**config.mk**
```make
export PLATFORM = sky130hd
export DESIGN_NAME = seg_scan_driver_flat
export DESIGN_NICKNAME = d
export VERILOG_FILES = /design/src/rtl/seg_pkg.sv /design/src/rtl/seg_scan_driver_if.sv /design/src/rtl/seg_prescaler.sv /design/src/rtl/seg_scan_driver.sv /design/src/flat_wrapper.sv
export SDC_FILE = /design/constraint.sdc
export NUM_CORES = 1
export LEC_CHECK = 0
export BUFFER_PORTS_ARGS = -buffer_cell sky130_fd_sc_hd__buf_4
export CAP_MARGIN = 25
export CORE_MARGIN = 8
export CORE_UTILIZATION = 35
export DETAILED_ROUTE_END_ITERATION = 6
export PLACE_DENSITY = 0.55
export SYNTH_ARGS = -nofsm -noshare
export SYNTH_HDL_FRONTEND = slang
export SYNTH_SLANG_ARGS = --single-unit
export TNS_END_PERCENT = 20
```
**constraint.sdc**
```tcl
create_clock -name clk -period 4.34 [get_ports clk]
set_input_delay 0.217 -clock clk [delete_from_list [all_inputs] [get_ports clk]]
set_output_delay 0.217 -clock clk [all_outputs]
set_load 0.01 [all_outputs]
```
**src/rtl/seg_pkg.sv**
```systemverilog
// Shared 7-segment encodings (active high, bit6=a .. bit0=g) and the BCD decode
// used by the scanning driver and the static decoder; pure combinational helpers.
package seg_pkg;

    localparam logic [6:0] SEG_0     = 7'b111_1110;
    localparam logic [6:0] SEG_1     = 7'b011_0000;
    localparam logic [6:0] SEG_2     = 7'b110_1101;
    localparam logic [6:0] SEG_3     = 7'b111_1001;
    localparam logic [6:0] SEG_4     = 7'b011_0011;
    localparam logic [6:0] SEG_5     = 7'b101_1011;
    localparam logic [6:0] SEG_6     = 7'b001_1111;
    localparam logic [6:0] SEG_7     = 7'b111_0000;
    localparam logic [6:0] SEG_8     = 7'b111_1111;
    localparam logic [6:0] SEG_9     = 7'b111_0011;
    localparam logic [6:0] SEG_BLANK = 7'b000_0000;

    // Codes 10-15 are not digits and show nothing.
    function automatic logic [6:0] bcd_to_seg(input logic [3:0] bcd);
        logic [6:0] seg;
        case (bcd)
            4'd0:    seg = SEG_0;
            4'd1:    seg = SEG_1;
            4'd2:    seg = SEG_2;
            4'd3:    seg = SEG_3;
            4'd4:    seg = SEG_4;
            4'd5:    seg = SEG_5;
            4'd6:    seg = SEG_6;
            4'd7:    seg = SEG_7;
            4'd8:    seg = SEG_8;
            4'd9:    seg = SEG_9;
            default: seg = SEG_BLANK;
        endcase
        return seg;
    endfunction

endpackage

```
**src/rtl/seg_scan_driver_if.sv**
```systemverilog
// Signal bundle between the countdown timer and seg_scan_driver; blink exists only with SEG_BLINK_EN.
// Pure wiring: no latency; no backpressure, the display side free-runs.
interface seg_scan_driver_if #(
    parameter int NUM_DIGITS = 3
);
    logic [4*NUM_DIGITS-1:0] digits_bcd;
    logic                    load;
    logic                    lzb_en;
`ifdef SEG_BLINK_EN
    logic                    blink;
`endif
    logic [6:0]              seg_out;
    logic [NUM_DIGITS-1:0]   dig_sel;

`ifdef SEG_BLINK_EN
    modport master (output digits_bcd, load, lzb_en, blink, input seg_out, dig_sel);
    modport slave  (input digits_bcd, load, lzb_en, blink, output seg_out, dig_sel);
`else
    modport master (output digits_bcd, load, lzb_en, input seg_out, dig_sel);
    modport slave  (input digits_bcd, load, lzb_en, output seg_out, dig_sel);
`endif

endinterface

```
**src/rtl/seg_prescaler.sv**
```systemverilog
// Free-running divider: counts enabled cycles 0..DIV-1 and pulses tick on the terminal count.
// Tick is combinational from the count (same cycle); no backpressure, en simply pauses the count.
module seg_prescaler #(
    parameter int unsigned DIV = 1000
) (
    input  logic clk,
    input  logic rst_n,
    input  logic en,
    output logic tick
);
    localparam int unsigned CW = (DIV > 1) ? $clog2(DIV) : 1;

    logic [CW-1:0] cnt_q, cnt_d;

    always_comb begin
        tick  = en && (cnt_q == CW'(DIV - 1));
        cnt_d = cnt_q;
        if (tick) begin
            cnt_d = '0;
        end else if (en) begin
            cnt_d = cnt_q + 1'b1;
        end
    end

    always_ff @(posedge clk or negedge rst_n) begin
        if (!rst_n) begin
            cnt_q <= '0;
        end else begin
            cnt_q <= cnt_d;
        end
    end

endmodule

```
**src/rtl/seg_scan_driver.sv**
```systemverilog
// Multiplexed BCD 7-segment scanner with leading-zero blanking; SEG_BLINK_EN adds frame-based blinking.
// Outputs registered (1 clock from index/shadow, 2 clocks load-to-visible); no backpressure.
module seg_scan_driver
    import seg_pkg::*;
#(
    parameter int NUM_DIGITS   = 3,
    parameter int SCAN_DIV     = 1000,
    parameter int KEEP_LSD     = 0,
    parameter int BLINK_FRAMES = 64
) (
    input  logic              clk,
    input  logic              rst_n,
    seg_scan_driver_if.slave  bus
);
    localparam int IW = (NUM_DIGITS > 1) ? $clog2(NUM_DIGITS) : 1;

    logic [4*NUM_DIGITS-1:0] shadow_q, shadow_d;
    logic [IW-1:0]           index_q, index_d;
    logic [6:0]              seg_q, seg_d;
    logic [NUM_DIGITS-1:0]   sel_q, sel_d;
    logic [NUM_DIGITS-1:0]   lead_zero;
    logic                    zero_run;
    logic [3:0]              cur_bcd;
    logic                    cur_blank;
    logic                    scan_tick;
    logic                    frame_wrap;
    logic                    blink_off;

    seg_prescaler #(.DIV(SCAN_DIV)) u_scan_div (
        .clk   (clk),
        .rst_n (rst_n),
        .en    (1'b1),
        .tick  (scan_tick)
    );

    assign frame_wrap = scan_tick && (index_q == IW'(NUM_DIGITS - 1));

`ifdef SEG_BLINK_EN
    logic frame_tick;
    logic phase_q, phase_d;

    seg_prescaler #(.DIV(BLINK_FRAMES)) u_blink_div (
        .clk   (clk),
        .rst_n (rst_n),
        .en    (frame_wrap),
        .tick  (frame_tick)
    );

    always_comb begin
        phase_d = phase_q ^ frame_tick;
    end

    // phase_q = 1 means segments visible; blinking starts in the visible half.
    always_ff @(posedge clk or negedge rst_n) begin
        if (!rst_n) begin
            phase_q <= 1'b1;
        end else begin
            phase_q <= phase_d;
        end
    end

    assign blink_off = bus.blink && !phase_q;
`else
    logic unused_blink_cfg;
    assign unused_blink_cfg = (BLINK_FRAMES == 0);
    assign blink_off        = 1'b0;
`endif

    // lead_zero[i]: every digit from the top down to i is a literal zero code.
    always_comb begin
        zero_run  = 1'b1;
        lead_zero = '0;
        for (int i = NUM_DIGITS - 1; i >= 0; i--) begin
            zero_run     = zero_run && (shadow_q[4*i +: 4] == 4'd0);
            lead_zero[i] = zero_run;
        end
    end

    always_comb begin
        shadow_d = bus.load ? bus.digits_bcd : shadow_q;
        index_d  = index_q;
        if (frame_wrap) begin
            index_d = '0;
        end else if (scan_tick) begin
            index_d = index_q + 1'b1;
        end

        cur_bcd   = 4'd0;
        cur_blank = 1'b0;
        sel_d     = '0;
        for (int i = 0; i < NUM_DIGITS; i++) begin
            if (index_q == IW'(i)) begin
                cur_bcd   = shadow_q[4*i +: 4];
                cur_blank = bus.lzb_en && lead_zero[i] && !((KEEP_LSD != 0) && (i == 0));
                sel_d[i]  = 1'b1;
            end
        end
        // Blanked digits keep their enable so every digit gets the same scan duty.
        seg_d = (cur_blank || blink_off) ? SEG_BLANK : bcd_to_seg(cur_bcd);
    end

    always_ff @(posedge clk or negedge rst_n) begin
        if (!rst_n) begin
            shadow_q <= '0;
            index_q  <= '0;
            seg_q    <= SEG_BLANK;
            sel_q    <= '0;
        end else begin
            shadow_q <= shadow_d;
            index_q  <= index_d;
            seg_q    <= seg_d;
            sel_q    <= sel_d;
        end
    end

    assign bus.seg_out = seg_q;
    assign bus.dig_sel = sel_q;

endmodule

```
**src/flat_wrapper.sv**
```systemverilog
// flat-port wrapper written by rule: the top's interface ports become plain ports
module seg_scan_driver_flat import seg_pkg::*;
#(
    parameter int NUM_DIGITS   = 3,
    parameter int SCAN_DIV     = 1000,
    parameter int KEEP_LSD     = 0,
    parameter int BLINK_FRAMES = 64
)
  (clk, rst_n, bus_digits_bcd, bus_load, bus_lzb_en, bus_seg_out, bus_dig_sel);
  seg_scan_driver_if #(.NUM_DIGITS(NUM_DIGITS)) bus_i ();
  input  logic clk;
  input  logic rst_n;
  input wire logic [$bits(bus_i.digits_bcd)-1:0] bus_digits_bcd;
  input wire logic [$bits(bus_i.load)-1:0] bus_load;
  input wire logic [$bits(bus_i.lzb_en)-1:0] bus_lzb_en;
  output wire logic [$bits(bus_i.seg_out)-1:0] bus_seg_out;
  output wire logic [$bits(bus_i.dig_sel)-1:0] bus_dig_sel;
  assign bus_i.digits_bcd = bus_digits_bcd;
  assign bus_i.load = bus_load;
  assign bus_i.lzb_en = bus_lzb_en;
  assign bus_seg_out = bus_i.seg_out;
  assign bus_dig_sel = bus_i.dig_sel;
  seg_scan_driver #(.NUM_DIGITS(NUM_DIGITS), .SCAN_DIV(SCAN_DIV), .KEEP_LSD(KEEP_LSD), .BLINK_FRAMES(BLINK_FRAMES)) u_core (.clk(clk), .rst_n(rst_n), .bus(bus_i));
endmodule
```
======== After elaboration in Yosys (flattened, before gate mapping) ========
Memory sizes are Yosys's and may differ from the RTL's.
Cells that the tools add are included.
cells by class
  add/subtract/negate cells ............... 2
  equal/unequal tests ..................... 3
  reductions and logical operators ........ 11
  multiplexer cells ....................... 13
operators with widths
  kind                     number
  $logic_not A4 Y1         3
  $mux W4                  3
  $add A10 B1 Y10 const B  1
  $eq A10 B10 Y1 const B   1
  $mux W10                 1
  $mux W7                  1
  $logic_and A1 B1 Y1      6
  $mux W1                  6
  $mux W2                  2
  $add A2 B1 Y2 const B    1
  $eq A2 B1 Y1 const B     1
  $eq A2 B2 Y1 const B     1
  $logic_not A2 Y1         1
  $reduce_bool A2 Y1       1
storage, ports and cells
  register bits ........................... 34
  memory bits (read-only) ................. 112
  output and inout bits ................... 10
  memories ................................ 1
  input bits .............................. 16
memories
  name              words  bits a word  rd ports  clocked after Yosys merged registers in  write ports  line           RTL
  (name not given)  16     7            1         0                                        0            seg_pkg.sv:20  case (bcd)

======== Logic depth before layout (Yosys ltp) ========
Gate-level depths: netlist of run 1.
  word-level depth ........................ 8
  mapped depth ............................ 9
  mapped depth without buffers ............ 8

======== Hierarchy ========
A second synthesis of run 1 with hierarchy kept.
unflattened totals
  cells, all modules ...................... 140
  area total of the unflattened synthesis .. 1686.6 um^2
modules (own cells, without submodules)
  module           cells an instance  area an instance (um^2)  sequential area each (um^2)  instances
  seg_scan_driver  89                 1173.6                   600.6                        1
  seg_prescaler    51                 513.0                    250.2                        1

======== Worst setup path after synthesis of run 1 ========
No wires, ideal clock.
  path kind ............................... flip-flop to flip-flop
  start ................................... register u_core.index_q[0]
  end ..................................... register u_core.seg_q[3], in the netlist u_core.bus.seg_out[3]
  setup slack ............................. 2594 ps
  cell stages (with the launch flop) ...... 7
  data arrival time ....................... 1655 ps
  period minus slack after synthesis ...... 1746 ps
  path through ............................ dfrtp_1 buf_6 mux2i_1 a2bb2oi_1 ha_1 mux2_4 o31ai_2
on the way
  cells in the longest elaborated chain, start to end .. 6
  elaborated cells between the ends (all ways) .. 11
  those cells by class .................... 2 x eq/ne; 7 x mux; 1 x reduce/logical; 1 x memory
ends and longest elaborated chain
  what                      line                    RTL
  start: declaration        seg_scan_driver.sv:18   logic [IW-1:0] index_q, index_d;
  start signal: assignment  seg_scan_driver.sv:110  index_q <= index_d;
  $logic_not A2 Y1          seg_scan_driver.sv:92   if (index_q == IW'(i)) begin
  $mux W4 (3 in series)     seg_scan_driver.sv:92
  $mem_v2 Z16 W7            --
  $mux W7 (*)               seg_scan_driver.sv:99   seg_d = (cur_blank || blink_off) ? SEG_BLANK : bcd_to_seg(cur_bcd);
  via u_core.seg_d[3]       seg_scan_driver.sv:19   logic [6:0] seg_q, seg_d;
  end signal: assignment    seg_scan_driver.sv:111  seg_q <= seg_d;
  end: declaration          seg_scan_driver.sv:19
Mark *: on every way through the listed nets, which the timed path passes. The rest lies on a longest branch.
A chain may end at the register's enable or synchronous reset.

======== Worst setup path after layout of run 1 ========
  start ................................... register u_core.index_q[1]
  end ..................................... register u_core.seg_q[3], in the netlist u_core.bus.seg_out[3]
Same word-level chain as after synthesis.

==> results of run 1 <==
==> metal layers <==
| layer | share of wire, % | routed length (µm) | vias up |
|---|---|---|---|
| met2 | 51 | 1620 | 27 |
| met4 | 1.1 | 36 | 0 |
| li1 | - | - | 528 |
| met3 | 4.5 | 143 | 4 |
| met5 | 0 | 0 | - |
| met1 | 43 | 1360 | 536 |
==> layout make-up <==
class	instances	share of cell area, %
well taps	54	3.45
repair buffers	26	10.1
flip-flops and latches	34	43.5
clock inverters	2	0.639
inverters	5	0.958
clock buffers	6	4.22
multi-input cells	90	37.2
==> state kept, by name (all words and copies together) (netlist names) <==
register / flops
u_core.u_scan_div.cnt_q: 10
u_core.bus.seg_out: 7
u_core.shadow_q: 12
u_core.bus.dig_sel: 3
u_core.index_q: 2
==> kinds of logic after synthesis <==
logic type      synth area share (%)
mux                             15.2
xor+xnor                        3.22
simple gates                    11.9
buf+inv                         3.37
fa+ha+maj                       3.83
flops                           52.1
compound gates                  10.5
==> cell usage in the layout (no fill, tap or decap), drive strengths merged <==
cell / n
clkbuf: 6
nand2: 6
mux2i: 6
a211oi: 1
a2bb2oi: 2
nor4b: 1
nor4: 2
or4: 1
nand4: 1
nand3: 6
o31ai: 3
nor2: 8
o21ai: 4
nor3: 2
xnor2: 3
and2: 1
ha: 5
and3: 3
buf: 25
nor2b: 3
dlygate4sd3: 1
dfrtp: 34
o211ai: 2
a21o: 2
nand3b: 1
a21oi: 4
xor2: 3
clkinv: 1
o21a: 1
and3b: 1
inv: 5
clkinvlp: 1
o2bb2ai: 2
mux2: 16
==> through the flow <==
stage	setup slack (ns)	hold WS (ns)	instances
2_1_floorplan	2.59	-0.0786	134
3_3_place_gp	2.32	0.181	208
3_5_place_dp	2.22	0.183	208
4_1_cts	2.21	0.158	217
5_1_grt	2.04	0.151	217
6_report	2.22	0.162	217
==> worst max path at each step <==
stage | start | end | slack [ns] | cells after the start
finish | u_core.index_q[1]$_DFFE_PN0P_ | u_core.bus.seg_out[3]$_DFF_PN0_ | 2.22 | 6
global route | u_core.index_q[0]$_DFFE_PN0P_ | u_core.bus.seg_out[3]$_DFF_PN0_ | 2.04 | 6
CTS | u_core.index_q[0]$_DFFE_PN0P_ | u_core.bus.seg_out[3]$_DFF_PN0_ | 2.21 | 5
detailed placement | u_core.index_q[0]$_DFFE_PN0P_ | u_core.bus.seg_out[3]$_DFF_PN0_ | 2.22 | 5
global placement | u_core.index_q[1]$_DFFE_PN0P_ | u_core.bus.seg_out[6]$_DFF_PN0_ | 2.32 | 6
floorplan | u_core.index_q[0]$_DFFE_PN0P_ | u_core.bus.seg_out[3]$_DFF_PN0_ | 2.59 | 6
==> cell usage after synthesis, drive strengths merged, types with 4 or more instances <==
cell	instances	share of area [%]
a21oi	4	1.2
buf	5	2.2
dfrtp	34	52
ha	5	3.8
inv	5	1.1
mux2	16	11
mux2i	6	3.7
nand2	6	1.4
nand3	6	1.8
nor2	8	1.8
o21ai	4	1.2
==> power breakdown <==
| part | total [mW] | internal, mW | switching [mW] |
|---|---|---|---|
| sequential | 0.352 | 0.339 | 0.0133 |
| combinational | 0.101 | 0.0539 | 0.0470 |
| clock | 0.241 | 0.127 | 0.113 |
==> repair_timing <==
| item | 4_1_cts | 5_1_grt |
|---|---|---|
| hold buffers | 1 | 0 |
| hold endpoints to repair | 34 | 0 |
| buffers inserted | 0 | 0 |
==> results.md, run 1 <==
- Prevailing post-synth register cell: dfrtp_1
- RSZ-0062 raised after global routing: no
- Top delay family on crit path: flip-flops
- Port Buf Inserts: 25
- Detail Route Antenna Nets: 0
- Crit path buffers/inverters: 1
- Final instance area: 1960 µm²
- Final-layout fill cell count: 460
- Clock Tree Buf Depth: 2
- Drt first pass iters: 4
- Die area: 7110 µm²
- Inserted Clock Buffers: 5
- Outcome: finished clean
- Clock Sinks: 34
- Worst hold path startpoint: bus_digits_bcd[10]
- Footprint of the multi-input gates: 728 µm²
- GR met1 Demand/Resource: 10.3%
- Initial antenna violation count: 0
- Detailed placement HPWL: 2.43 mm
- Max stage delay on crit path: 0.57 ns
- Initial core utilization: 35.5%
- Final TNS setup: 0 ns
- DR WL/cell: 14.6 µm
- Largest net degree at the start of global routing: 35
- CTS tree: built
- Post-synth EDFFs: 0
- Antenna Cells: 0
- Layer with the highest usage: met2
- Worst Hold Depth: 2
- DRT iter0 DRCs: 27
- GR met3 Demand/Resource: 4.26%
- Register area: 851 µm²
- R2r setup slk: 2.22 ns
- Crit path max fanout: 13
- Crit path time final: 2.12 ns
- Final wirelength: 3.16 mm
- Slowest-stage cell, CP: dfrtp_1
- DIE WIDTH: 84.3 µm
- Residual DRC: 0
- Mapped Cells: 134
- Resized cells post-CTS: 0
- Critical Path AT: 2.31 ns
- Core box area: 4600 µm²
- Pleak: 0.890 nW
- Total power: 0.694 mW
- Vias per inst: 5.05
- Core Rows: 25
- Worst Hold Path EP: u_core.shadow_q[10]$_DFFE_PN0P_
- Worst R2R Path Depth: 6
- Placed Area: 1850 µm²
- Slew HR: 70.8%
- Class of the worst hold path: primary input to register
- Vias in the first global route: 1198
- Unique masters post-synth: 36
- Final Max Tran Viols: 0
- Routability cong.: 0.824
- H-tree depth: 2
- Layout Nets: 183
- Sequential area share after synthesis: 52.1%
- First-pass GRT wire length: 5.49 mm
- Async S/R FF share, synth: 100%
- Max Fclk: 0.473 GHz
- CP Cell Sequence: nor2b_2 > o2bb2ai_1 > inv_1 > ha_1 > mux2_4 > o31ai_2
- IR drop worst, VDD: 0.213 mV
- Final setup violation count: 0
- Crit Path Category: register to register
- YS warnings: 0
- Register bit total from synthesis: 34
- Clock Tree Root: clkbuf_8
- Utilization after layout: 42.6%
- Chip height: 84.3 µm
- MaxCap Viol Count: 0
- Final global-route overflow total: 0
- Pwr Density: 354 nW/µm²
- Clk_lat worst skew: 0.28 ns
- Detailed-route via count: 1095
- Mapped Area: 1630 µm²
- Tcrit/Tclk final: 48.8%
- Met2 GRT Util: 15.9%
- RR Startpoint: u_core.index_q[1]$_DFFE_PN0P_
- Critical Path End Type: register
- Syn_nets: 155
- Fraction of layout cells with a size suffix above 1: 33.7%
- Worst-margin pin slew: 0.436 ns
- Gr usage total: 9.47%
- Fin. Hold Viols: 0
- CP Launch Type: register
- Area delta synth->final: 19.8%
- Worst Path Required: 4.53 ns
- Syn_area_per_cell: 12.2 µm²
- I/O pin count: 26
- Worst Skew: 0.0114 ns
- Reg2reg end: u_core.bus.seg_out[3]$_DFF_PN0_
- Clk slew on worst S/H paths: 0.07 ns
Note: power is estimated with default switching activity, not from simulation.
==> run 2, diff against run 1 <==
==> constraint.sdc (replaced) <==
create_clock -name clk -period 2 [get_ports clk]
set_input_delay 0.1 -clock clk [delete_from_list [all_inputs] [get_ports clk]]
set_output_delay 0.1 -clock clk [all_outputs]
set_load 0.01 [all_outputs]
==> results.md, run 2 (synthesis gave the netlist of run 1 again) <==
- Dpl cells: 213
- Worst R2R Path Depth: 6
- Footprint of the multi-input gates: 746 µm²
- Critical Path End Type: register
- Pwr Density: 754 nW/µm²
- Fin. Hold Viols: 0
- Core Rows: 25
- Worst Path Required: 2.19 ns
- Utilization after layout: 43.8%
- Clk_lat worst skew: 0.28 ns
- Max FFs per register: 12
- Crit Path Category: register to register
- Critical Path AT: 2.04 ns
- H-tree depth: 2
- Layout Nets: 188
- Sw frac: 25.2%
- DRT iter0 DRCs: 18
- Max stage delay on crit path: 0.50 ns
- Clock Tree Root: clkbuf_8
- Clk slew on worst S/H paths: 0.07 ns
- DR WL/cell: 14.6 µm
- Antenna Cells: 0
- Inserted Clock Buffers: 5
- Setup ws final: 0.148 ns
- Switching power: 0.382 mW
- Worst-margin pin slew: 0.417 ns
- Port Buf Inserts: 25
- Drt first pass iters: 4
- Crit path max fanout: 8
- Int Pwr: 1.14 mW
- Residual DRC: 0
- Register area: 852 µm²
- Routability cong.: 0.734
- Vias per inst: 5.10
- Hold WS: 0.0438 ns
- RSZ-0062 raised after global routing: no
- Crit path time final: 1.85 ns
- Place WS: 0.0476 ns
- Placed Area: 1890 µm²
- CTS tree: built
- RR Startpoint: u_core.index_q[1]$_DFFE_PN0P_
- Most frequent cells in the layout: dfrtp_1, buf_4, mux2_2, nor2_1
- Final instance area: 2010 µm²
- Clock share of power: 34.6%
- Final TNS setup: 0 ns
- Largest reg by FF count: u_core.shadow_q
- Post-CTS setup buffers: 0
- Slowest-stage cell, CP: dfrtp_1
- Tcrit/Tclk final: 92.6%
- Final wirelength: 3.23 mm
- Worst Hold Path EP: u_core.shadow_q[10]$_DFFE_PN0P_
- Detailed placement HPWL: 2.53 mm
- Final Max Tran Viols: 0
- R2r setup slk: 0.15 ns
- Area delta synth->final: 23.3%
- Worst Setup SP: u_core.index_q[1]$_DFFE_PN0P_
- Worst Hold Depth: 2
- Clock Tree Buf Depth: 2
- Most common cell after layout, fill and taps aside: dfrtp_1
- Pleak: 0.918 nW
- Fraction of layout cells with a size suffix above 1: 37.5%
- Initial core utilization: 35.5%
- Final global-route overflow total: 0
- Max Fclk: 0.540 GHz
- Worst Skew: 0.00470 ns
- Detailed-route via count: 1132
- CP Cell Sequence: nor2b_4 > o2bb2ai_2 > inv_1 > ha_1 > mux2_4 > o31ai_2
- CP Launch Type: register
- Final-layout fill cell count: 429
- Vias in the first global route: 1229
- Clock Sinks: 34
- Worst hold path startpoint: bus_digits_bcd[10]
- Outcome: finished clean
- Reg2reg end: u_core.bus.seg_out[3]$_DFF_PN0_
- Initial antenna violation count: 0
- Gr usage total: 9.93%
- I/O pin count: 26
- Chip height: 84.3 µm
- MaxCap Viol Count: 0
- IR drop worst, VDD: 0.384 mV
- Logic pwr share: 15.1%
- Core box area: 4600 µm²
- Largest net degree at the start of global routing: 35
- Total power: 1.52 mW
- Detail Route Antenna Nets: 0
- Slew HR: 72.2%
- Finished Layout Cells: 222
- Die area: 7110 µm²
- Class of the worst hold path: primary input to register
- Sequential power share: 50.3%
- Final setup violation count: 0
- First-pass GRT wire length: 5.76 mm
- DIE WIDTH: 84.3 µm
[run 2: worst max-delay path by stage]
stage                                      endpoint  slack, ns  cells after the start
floorplan           u_core.bus.seg_out[3]$_DFF_PN0_       0.25                      6
global placement      u_core.index_q[1]$_DFFE_PN0P_       0.19                      5
detailed placement  u_core.bus.seg_out[3]$_DFF_PN0_       0.05                      6
CTS                 u_core.bus.seg_out[3]$_DFF_PN0_       0.05                      6
global route          u_core.index_q[1]$_DFFE_PN0P_       0.01                      5
finish              u_core.bus.seg_out[3]$_DFF_PN0_       0.15                      6
[run 2: layer usage]
metal	global-route usage [%]	part of all wire [%]	up-vias
met5	0	0	-
met4	3.55	1.3	0
met3	3.39	3.4	6
met2	16.4	50	24
met1	11.6	45	563
li1	-	-	539
[run 2: worst max-delay path: cells and delay by family (launching register included)]
family          cells  cell delay (ns)
simple gates        1             0.28
buf+inv             1             0.13
fa+ha+maj           1             0.24
flops               1             0.50
mux                 1             0.27
compound gates      2             0.34
[run 2: power by group through the flow]
stage	registers (mW)	clock network, mW	logic (mW)
floorplan	0.782	0	0.117
global placement	0.777	0	0.222
detailed placement	0.778	0	0.228
CTS	0.765	0.541	0.231
global route	0.771	0.588	0.252
finish	0.764	0.525	0.229
[run 2: area by class of cell]
| type | instances | area share, % |
|---|---|---|
| tap | 54 | 3.35 |
| sequential | 34 | 42.3 |
| inverter | 5 | 0.932 |
| clock inverter | 2 | 0.621 |
| multi-input combinational | 90 | 37.0 |
| timing repair buffer | 31 | 11.7 |
| clock buffer | 6 | 4.10 |
[run 2: timing repair]
action | in CTS | in global routing
endpoints found under the hold margin | 34 | 0
gates resized for setup | 0 | 4
endpoints found under the setup margin | 0 | 3
hold buffers | 1 | 0
==> run 3, diff against run 2 <==
--- a/config.mk
+++ b/config.mk
@@ -5,11 +5,13 @@
 export SDC_FILE = /design/constraint.sdc
 export NUM_CORES = 1
 export LEC_CHECK = 0
+export ABC_CLOCK_PERIOD_IN_PS = 2000
 export BUFFER_PORTS_ARGS = -buffer_cell sky130_fd_sc_hd__buf_4
 export CAP_MARGIN = 25
 export CORE_MARGIN = 8
 export CORE_UTILIZATION = 35
 export DETAILED_ROUTE_END_ITERATION = 6
+export MAX_ROUTING_LAYER = met4
 export PLACE_DENSITY = 0.55
 export SYNTH_ARGS = -nofsm -noshare
 export SYNTH_HDL_FRONTEND = slang
==> results.md, run 3 (synthesis gave the netlist of run 1 again) <==
- Outcome: finished clean
- Port Buf Inserts: 25
- Largest reg by FF count: u_core.shadow_q
- Sw frac: 25.2%
- Pwr Density: 753 nW/µm²
- Area delta synth->final: 23.3%
- Sequential power share: 50.4%
- Residual DRC: 0
- First-pass GRT wire length: 5.76 mm
- Final TNS setup: 0 ns
- Final-layout fill cell count: 429
- Vias in the first global route: 1228
- Core Rows: 25
- Max Fclk: 0.540 GHz
- Clock Sinks: 34
- Detailed placement HPWL: 2.53 mm
- Final setup violation count: 0
- MaxCap Viol Count: 0
- H-tree depth: 2
- Routability cong.: 0.743
- Clock share of power: 34.6%
- DR WL/cell: 14.6 µm
- Critical Path AT: 2.04 ns
- Crit path max fanout: 8
- Utilization after layout: 43.8%
- Tcrit/Tclk final: 92.6%
- I/O pin count: 26
- Fin. Hold Viols: 0
- Gr usage total: 10.2%
- Clock Tree Buf Depth: 2
- Initial core utilization: 35.5%
- Most frequent cells in the layout: dfrtp_1, buf_4, mux2_2, nor2_1
- Largest net degree at the start of global routing: 35
- Detail Route Antenna Nets: 0
- DIE WIDTH: 84.3 µm
- DRT iter0 DRCs: 17
- Total power: 1.52 mW
- Place WS: 0.0476 ns
- Final wirelength: 3.24 mm
- Drt first pass iters: 4
- Chip height: 84.3 µm
- Logic pwr share: 15.1%
- Max FFs per register: 12
- Most common cell after layout, fill and taps aside: dfrtp_1
- Max stage delay on crit path: 0.50 ns
- Worst Path Required: 2.19 ns
- Layout Nets: 188
- Pleak: 0.918 nW
- Initial antenna violation count: 0
- Register area: 852 µm²
- Int Pwr: 1.14 mW
- Final Max Tran Viols: 0
- Crit Path Category: register to register
- Worst Skew: 0.00506 ns
- Switching power: 0.382 mW
- CTS tree: built
- Clk slew on worst S/H paths: 0.07 ns
- Post-CTS setup buffers: 0
- Setup ws final: 0.148 ns
- Footprint of the multi-input gates: 746 µm²
- Slew HR: 72.2%
- Class of the worst hold path: primary input to register
- Clk_lat worst skew: 0.28 ns
- CP Launch Type: register
- Slowest-stage cell, CP: dfrtp_1
- Crit path time final: 1.85 ns
- Worst-margin pin slew: 0.417 ns
- Detailed-route via count: 1131
- IR drop worst, VDD: 0.383 mV
- Critical Path End Type: register
- Final global-route overflow total: 0
- Antenna Cells: 0
- Fraction of layout cells with a size suffix above 1: 37.5%
- Core box area: 4600 µm²
- RSZ-0062 raised after global routing: no
- CP Cell Sequence: nor2b_4 > o2bb2ai_2 > inv_1 > ha_1 > mux2_4 > o31ai_2
- Inserted Clock Buffers: 5
- Die area: 7110 µm²
- Vias per inst: 5.09
- Clock Tree Root: clkbuf_8
run 3: cell counts in the layout (fill, tap and decap cells not counted):
Identical to the previous run, type by type.
run 3: through the flow:
stage | cell area, µm² | instances | hold slack (ns)
CTS | 2000 | 222 | 0.0345
global route | 2010 | 222 | 0.0244
finish | 2010 | 222 | 0.0437
floorplan | 1630 | 134 | -0.196
global placement | 1890 | 213 | 0.0669
detailed placement | 1890 | 213 | 0.0682
run 3: final cells by class:
type                            instances  share of cell area (%)
Inverter                                5                   0.932
Timing Repair Buffer                   31                    11.7
Tap cell                               54                    3.35
Clock inverter                          2                   0.621
Sequential cell                        34                    42.3
Clock buffer                            6                    4.10
Multi-Input combinational cell         90                    37.0
run 3: what timing repair did:
action                     CTS  global route
hold buffers                 1             0
resized for setup            0             4
hold endpoints to repair    34             0
setup endpoints to repair    0             3
run 3: worst paths after layout:
check / slack (ns) / start / end / cells after the start
worst max-delay path: 0.15 / u_core.index_q[1]$_DFFE_PN0P_ / u_core.bus.seg_out[3]$_DFF_PN0_ / 6
worst min-delay path: 0.04 / bus_digits_bcd[10] / u_core.shadow_q[10]$_DFFE_PN0P_ / 2
worst max register to register: 0.15 / u_core.index_q[1]$_DFFE_PN0P_ / u_core.bus.seg_out[3]$_DFF_PN0_ / 6
worst min register to register: 0.47 / u_core.u_scan_div.cnt_q[0]$_DFF_PN0_ / u_core.u_scan_div.cnt_q[0]$_DFF_PN0_ / 1
max in group asynchronous: 1.39 / rst_n / u_core.index_q[0]$_DFFE_PN0P_ / 2
min in group asynchronous: 0.29 / rst_n / u_core.u_scan_div.cnt_q[5]$_DFF_PN0_ / 2
run 3: power groups by stage:
stage,combinational [mW],clock [mW],sequential (mW)
global placement,0.222,0,0.777
finish,0.229,0.524,0.764
floorplan,0.117,0,0.782
CTS,0.231,0.541,0.765
global route,0.252,0.588,0.771
detailed placement,0.228,0,0.778
run 3: layer usage:
metal	GRT usage, %	part of all wire [%]
met1	11.5	45
met2	16.6	50
met3	3.39	3.6
met4	3.55	1.4
met5	-	0
run 3: critical path: cells and delay by family (launching register included):
kind / cells / cell delay, ns
flops: 1 / 0.50
compound gates: 2 / 0.34
simple gates: 1 / 0.28
buf+inv: 1 / 0.13
mux: 1 / 0.27
fa+ha+maj: 1 / 0.24
